--- config.mk ---
export PLATFORM = sky130hd
export DESIGN_NAME = controlador_somador_serial
export DESIGN_NICKNAME = d
export VERILOG_FILES = /design/src/rtl/somador_serial_pkg.sv /design/src/rtl/circuito_somador.sv /design/src/rtl/controlador_somador_serial.sv
export SDC_FILE = /design/constraint.sdc
export NUM_CORES = 1
export LEC_CHECK = 0
export CAP_MARGIN = 20
export CORE_AREA = 2 2 104 106
export CTS_CLUSTER_DIAMETER = 80
export CTS_CLUSTER_SIZE = 25
export DETAILED_ROUTE_END_ITERATION = 10
export DIE_AREA = 0 0 106 108
export GPL_ROUTABILITY_DRIVEN = 1
export PLACE_DENSITY = 0.44
export SETUP_SLACK_MARGIN = 0.15
export SLEW_MARGIN = 10
export SYNTH_ARGS = -nofsm -noshare
export SYNTH_HDL_FRONTEND = slang
export SYNTH_SLANG_ARGS = --single-unit
--- constraint.sdc ---
create_clock -name clk -period 3.1 [get_ports clk]
set_input_delay 0.62 -clock clk [delete_from_list [all_inputs] [get_ports clk]]
set_output_delay 0.62 -clock clk [all_outputs]
set_load 0.005 [all_outputs]
--- src/rtl/somador_serial_pkg.sv ---
// Shared types and constants for the bit-serial add/subtract sequencer.
package somador_serial_pkg;

  typedef enum logic [1:0] {
    OCIOSO = 2'b00,
    CALC   = 2'b01,
    FIM    = 2'b10
  } estado_t;

  localparam logic CARRY_RST = 1'b0;
  localparam logic COMP_RST  = 1'b1;

  // Bits needed to count 0..w-1 (clog2 of w, at least 1).
  function automatic int cnt_width(input int w);
    int n;
    n = 1;
    for (int i = 1; i < 32; i++) begin
      if ((1 << i) < w) n = i + 1;
    end
    return n;
  endfunction

endpackage

--- src/rtl/circuito_somador.sv ---
// 1-bit adder/subtractor slice. For subtraction B is negated serially: the
// COMPLEMENTO chain carries the "+1" of ~B + 1 from LSB upward.
module CircuitoSomador (
  input  logic A,
  input  logic B,
  input  logic Cin,
  input  logic COMPLEMENTOin,
  input  logic select,
  output logic R,
  output logic Cout,
  output logic COMPLEMENTOout
);

  logic b_eff;

  always_comb begin
    b_eff          = select ? (~B ^ COMPLEMENTOin) : B;
    COMPLEMENTOout = ~B & COMPLEMENTOin;
    R              = A ^ b_eff ^ Cin;
    Cout           = (A & b_eff) | (A & Cin) | (b_eff & Cin);
  end

endmodule

--- src/rtl/controlador_somador_serial.sv ---
// Bit-serial add/subtract sequencer driving one CircuitoSomador slice LSB-first.
// Optional zero flag output enabled by SOMADOR_SERIAL_ZERO_FLAG_EN.
module controlador_somador_serial
  import somador_serial_pkg::*;
#(
  parameter int WIDTH = 8
) (
  input  logic             clk,
  input  logic             rst,
  input  logic             start,
  input  logic             sub,
  input  logic [WIDTH-1:0] op_a,
  input  logic [WIDTH-1:0] op_b,
  output logic             busy,
  output logic             done,
  output logic [WIDTH-1:0] result,
  output logic             overflow,
`ifdef SOMADOR_SERIAL_ZERO_FLAG_EN
  output logic             zero,
`endif
  output estado_t          dbg_state
);

  localparam int CW = cnt_width(WIDTH);

  estado_t          estado, estado_prox;
  logic [CW-1:0]    cnt;
  logic [WIDTH-1:0] a_sh, b_sh, res_sh;
  logic             sub_q, carry_q, comp_q;
  logic             r_bit, cout, comp_out;
  logic             accept, last_bit;
  logic [WIDTH-1:0] res_final;
  logic             ovf_final;

  CircuitoSomador u_slice (
    .A              (a_sh[0]),
    .B              (b_sh[0]),
    .Cin            (carry_q),
    .COMPLEMENTOin  (comp_q),
    .select         (sub_q),
    .R              (r_bit),
    .Cout           (cout),
    .COMPLEMENTOout (comp_out)
  );

  always_ff @(posedge clk) begin
    if (rst) estado <= OCIOSO;
    else     estado <= estado_prox;
  end

  always_comb begin
    estado_prox = estado;
    accept      = 1'b0;
    busy        = 1'b0;
    done        = 1'b0;
    case (estado)
      OCIOSO: begin
        if (start) begin
          accept      = 1'b1;
          estado_prox = CALC;
        end
      end
      CALC: begin
        busy = 1'b1;
        if (last_bit) estado_prox = FIM;
      end
      FIM: begin
        done = 1'b1;
        if (start) begin
          accept      = 1'b1;
          estado_prox = CALC;
        end else begin
          estado_prox = OCIOSO;
        end
      end
      default: estado_prox = OCIOSO;
    endcase
  end

  // On the last bit a_sh[0]/b_sh[0] still hold the original operand MSBs.
  always_comb begin
    last_bit  = (cnt == CW'(WIDTH - 1));
    res_final = {r_bit, res_sh[WIDTH-1:1]};
    if (sub_q) ovf_final = (a_sh[0] != b_sh[0]) && (r_bit != a_sh[0]);
    else       ovf_final = (a_sh[0] == b_sh[0]) && (r_bit != a_sh[0]);
  end

  always_ff @(posedge clk) begin
    if (rst) begin
      cnt      <= '0;
      carry_q  <= CARRY_RST;
      comp_q   <= COMP_RST;
      a_sh     <= '0;
      b_sh     <= '0;
      res_sh   <= '0;
      sub_q    <= 1'b0;
      result   <= '0;
      overflow <= 1'b0;
`ifdef SOMADOR_SERIAL_ZERO_FLAG_EN
      zero     <= 1'b0;
`endif
    end else if (accept) begin
      cnt     <= '0;
      carry_q <= CARRY_RST;
      comp_q  <= COMP_RST;
      a_sh    <= op_a;
      b_sh    <= op_b;
      sub_q   <= sub;
    end else if (estado == CALC) begin
      cnt     <= cnt + CW'(1);
      carry_q <= cout;
      comp_q  <= comp_out;
      a_sh    <= {1'b0, a_sh[WIDTH-1:1]};
      b_sh    <= {1'b0, b_sh[WIDTH-1:1]};
      res_sh  <= res_final;
      if (last_bit) begin
        result   <= res_final;
        overflow <= ovf_final;
`ifdef SOMADOR_SERIAL_ZERO_FLAG_EN
        zero     <= (res_final == '0);
`endif
      end
    end
  end

  assign dbg_state = estado;

endmodule

Word level (Yosys, flattened, before mapping):

Cells that the tools add are included.

* memories kept: 0
* bits in read-only memories: 0
* bits in latches: 0
* output and inout bits: 13
* memory bits (writable): 0
* bits of input ports: 20
* register bits after elaboration: 70
* logic and storage cells: 53

* div/mod/pow operators: 0
* multipliers: 0
* order comparisons: 0
* equality and inequality tests: 8
* bitwise gates (word level): 11
* $add $sub $neg: 1
* muxes and demuxes: 14
* reductions and logical operators: 9
* shifts and indexed selects: 0

Operator list (count)
* 32-bit by 1-bit adder with 32-bit output, second input constant: 1
* 32-bit by 3-bit == test with 1-bit output, second input constant: 1
* 8-bit 2-to-1 mux: 4
* 1-bit 2-to-1 mux: 7
* 2-bit one-hot mux with 3 select lines: 1
* 1-bit AND: 4
* 2-bit 2-to-1 mux: 2
* 2-bit inequality test, second input constant: 2
* 2-bit AND reduction: 2
* 2-bit OR reduction: 2
* 3-bit AND reduction: 1
* 1-bit XOR: 3
* 2-bit by 1-bit == test with 1-bit output, second input constant: 1
* 2-bit == test, second input constant: 1
* 1-bit logical AND: 2
* 2-bit zero test: 1
* 1-bit inequality test: 2
* 1-bit inverter: 2
* 1-bit OR: 2
* 2-bit nonzero test: 1
* 1-bit == test: 1

Depth between registers and ports, before layout:

* depth in word-level cells: 8
* gate-level depth with buffers: 7
* depth with buffers taken out: 6

Modules after synthesis:

A second synthesis with hierarchy kept.

* cell total of the unflattened synthesis: 366
* area, all modules: 3105.5 um^2

By module, submodules not included
* controlador_somador_serial: area each 3044.2 um^2, instances 1, seq. area each 1381.3 um^2, cells each 358
* CircuitoSomador: area each 61.3 um^2, instances 1, seq. area each 0.0 um^2, cells each 8

Worst setup path before layout:

Ideal clock, no wire load.

* kind: reg2reg
* from: register cnt[0]
* to: register cnt[30]
* arrival: 1.888 ns
* library setup time: 0.071 ns
* buffers on the path: 1
* cell stages (with the launch flop): 7
* required time: 3.029 ns
* path slack: 1.142 ns
* period minus slack after synthesis: 1.958 ns
* path through: dfxtp_1 ha_1 nand2_1 or4_4 buf_2 or4_1 a21oi_1

* longest elaborated chain between the ends: 1

Ends and longest elaborated chain
* start, declared: line controlador_somador_serial.sv:27 `logic [CW-1:0] cnt;`
* start signal, assigned: line controlador_somador_serial.sv:110 `cnt <= cnt + CW'(1);`
* 32-bit by 1-bit adder with 32-bit output: line controlador_somador_serial.sv:110

Every way passes these cells.
A chain may end at the register's enable or synchronous reset.

Final worst setup path:

* from: register estado[0] (netlist: dbg_state[0])
* to: register cnt[25]

* longest elaborated chain between the ends: 4
* elaborated cells on any way between the ends: 6
* those cells by class: eq/ne (2); mux (1); reduce/logical (3)

Ends and longest elaborated chain
* start, declared: line controlador_somador_serial.sv:26 `estado_t estado, estado_prox;`
* start signal, assigned: line controlador_somador_serial.sv:48 `else estado <= estado_prox;`
* 2-bit == test / 2-bit zero test (equally long branches): line controlador_somador_serial.sv:56 `case (estado)`
* 2-bit OR reduction (no line)
* 1-bit 2-to-1 mux
* 2-bit OR reduction (no line)

Several ways; a longest one is shown, not always the timed one.

==> impl_metrics.ini <==
[final_layout]
antenna_cells = 0
drive_above_1_share_pct = 7.09
syn_to_final_growth_pct = 20.7
nets = 414
fin_area_um2 = 3690
final_cell_mix = 69 x dfxtp_1, 49 x nand2_1, 32 x clkdlybuf4s50_1
final_common_cell = dfxtp_1

[critical_path]
start_kind = register
max_stage_delay_ps = 800
critPathTopFamily = simple AND/OR/NAND/NOR gates
r2r-start = dbg_state[0]
arrival_ps = 2530
startpoint = dbg_state[0]
crit_buf_inv = 0
worst_path_most_repeated_cell = or4_1
cp_data_required_time_ps = 3380
critPathSlowestCell = or4_1
path_cells = nand3b_1 -> or4_1 -> or4_1 -> a21oi_1
end_kind = register
critPathMaxFanout = 16
worstSetupPathType = register to register

[drt]
drt-initial-drc-count = 71
avgViaCountPerCell = 4.98
firstDrtPassIters = 4
drcViolationCount = 0
vias = 2644
routed_wl_mm = 7.05
drt-wirelength-per-cell_um = 13.3
final_antenna_net_count = 0

[floorplan]
die_area_um2 = 11400
rows = 37
die_h_um = 108
io_pins = 33
coreArea_um2 = 10200
dieWidth_um = 106
start_util_pct = 29.9

[global_route]
overflow = 0
grt_pass1_wl_mm = 12.0
track_usage_pct = 13.2
grt_pass1_vias = 2572
grt_start_max_net_pins = 32
antenna_found_initial = 0

[timing]
final_hold_viol_count = 0
finalSetupViolations = 0
tightest_slew_ps = 526
fin_crit_sh_pct = 72.3
timing.fmax_mhz = 446
finalSetupTns_ps = 0
finClkSkew_ps = 13.5
slew_violations = 0
rsz0062_at_grt = no
relSlewSlack_pct = 64.8
period_needed_ps = 2240

[power_and_ir_drop]
p_per_area_nw_per_um2 = 489
pwr-share-clk_pct = 40.0
seq_power_share_pct = 51.5
leakage_uw = 0.00115
p_int_uw = 1350
p_comb_share_pct = 8.5
peakVddDrop_mv = 0.204
total_power_uw = 1800
switchingPower_uw = 458
p_sw_share_pct = 25.4

[logic_synthesis]
yosysTopAreaCell = dfxtp_1
yosys.area.top_type_share_pct = 45.2
async_reset_ff_share_pct = 0
yosysUniqueCellTypes = 40
postSynthNetCount = 388
synth_top_flop_cell = dfxtp_1
yosys_warnings = 0
synth_area_leaders = dfxtp_1 45%, nand2_1 6.0%, a21oi_1 5.1%
synth-seq-area-share_pct = 45.2
synth-edff-count = 0
netlist_area_um2 = 3060
netlist_instances = 365
ys_ff_latch = 69
synth.avg_cell_area_um2 = 8.37

[cts]
clk_pin_slew_ps = 80
cts_buffers = 9
htreeDepth = 3
cts_resized = 0
cts.root.buffer_cell = clkbuf_8
tritoncts = done
cts.path.max_buffers = 2
cts_sinks = 69
clock_latency_ps = 350
ctsHoldBuffers = 0
post_cts_buffers = 0

[placement]
gp_congestion = 0.724
hpwlAfterDp_mm = 4.61
dpl_cell_area_um2 = 3500
portBuffers = 32

[hold_path]
min-delay-start = result[6]
holdCritPathClass = register to register

[run_status]
status = completed

[job]
max_cap_violations = 0
routing by layer:
layer / vias up / part of all wire, % / track usage (%)
met2: 37 / 45 / 20.9
li1: 1373 / - / -
met1: 1226 / 49 / 17.1
met4: 0 / 1.4 / 5.45
met5: - / 0 / 0
met3: 8 / 4.5 / 3.38
logic make-up after synthesis:
kind of cell,count (synthesis),share of synthesized area (%)
fa+ha+maj,3,1.47
buf+inv,36,4.75
flops,69,45.2
xor+xnor,8,2.29
compound gates,76,15.0
mux,11,3.64
simple gates,162,27.6
flip-flops by register name (all words and copies together) (netlist names):
name and count:
sub_q 1, a_sh 8, carry_q 1, result 8, cnt 32, res_sh 7, b_sh 8, overflow 1
dbg_state 2, comp_q 1
cell type report:
class / instances / area [um^2]
repair buffers: 39 / 373
flip-flops and latches: 69 / 1380
clock buffers: 9 / 124
multi-input cells: 260 / 1530
fillers: 1095 / 6540
well taps: 136 / 170
clock inverters: 6 / 65.1
inverters: 12 / 45.0
power by group through the flow:
stage                     Clock, uW  Combinational (uW)  Sequential (uW)
after floorplan                   0                97.1              946
after global placement            0                 156              950
after detailed placement          0                 155              951
after CTS                       750                 156              930
after global routing            791                 174              934
final                           721                 153              930
synthesized netlist by cell type, drive strengths merged, types with 3 or more instances:
master and number:
a21oi 31, and4 4, buf 6, clkbuf 18, dfxtp 69, inv 12
mux2i 10, nand2 49, nand2b 3, nand3 8, nand4 7, nor2 26
nor2b 3, nor3 23, nor4 7, o21a 3, o21ai 9, o22ai 12
o31ai 15, or3 9, or4 18, xnor2 6
path summary, 6_finish.rpt:
| check | depth (start not counted) | end | slack [ps] |
|---|---|---|---|
| worst max-delay path | 4 | cnt[25] | 860 |
| worst min-delay path | 2 | result[6] | 460 |
| worst max register to register | 4 | cnt[25] | 860 |
| worst min register to register | 2 | result[6] | 460 |
worst min-delay path, stage by stage (launching register included):
cell and delay, ps:
dfxtp_1 320, nand2_1 50, mux2i_1 50
stage by stage:
step                      hold WS [ps]  setup WS [ps]  utilization, %  instances
after detailed placement           450            845            34.2        516
after global placement             445            911            34.2        516
after CTS                          468            836            36.0        531
after floorplan                    437           1140               -        365
final                              463            857            36.0        531
after global routing               486            610            36.0        531
Power figures use the tool's default switching activity.
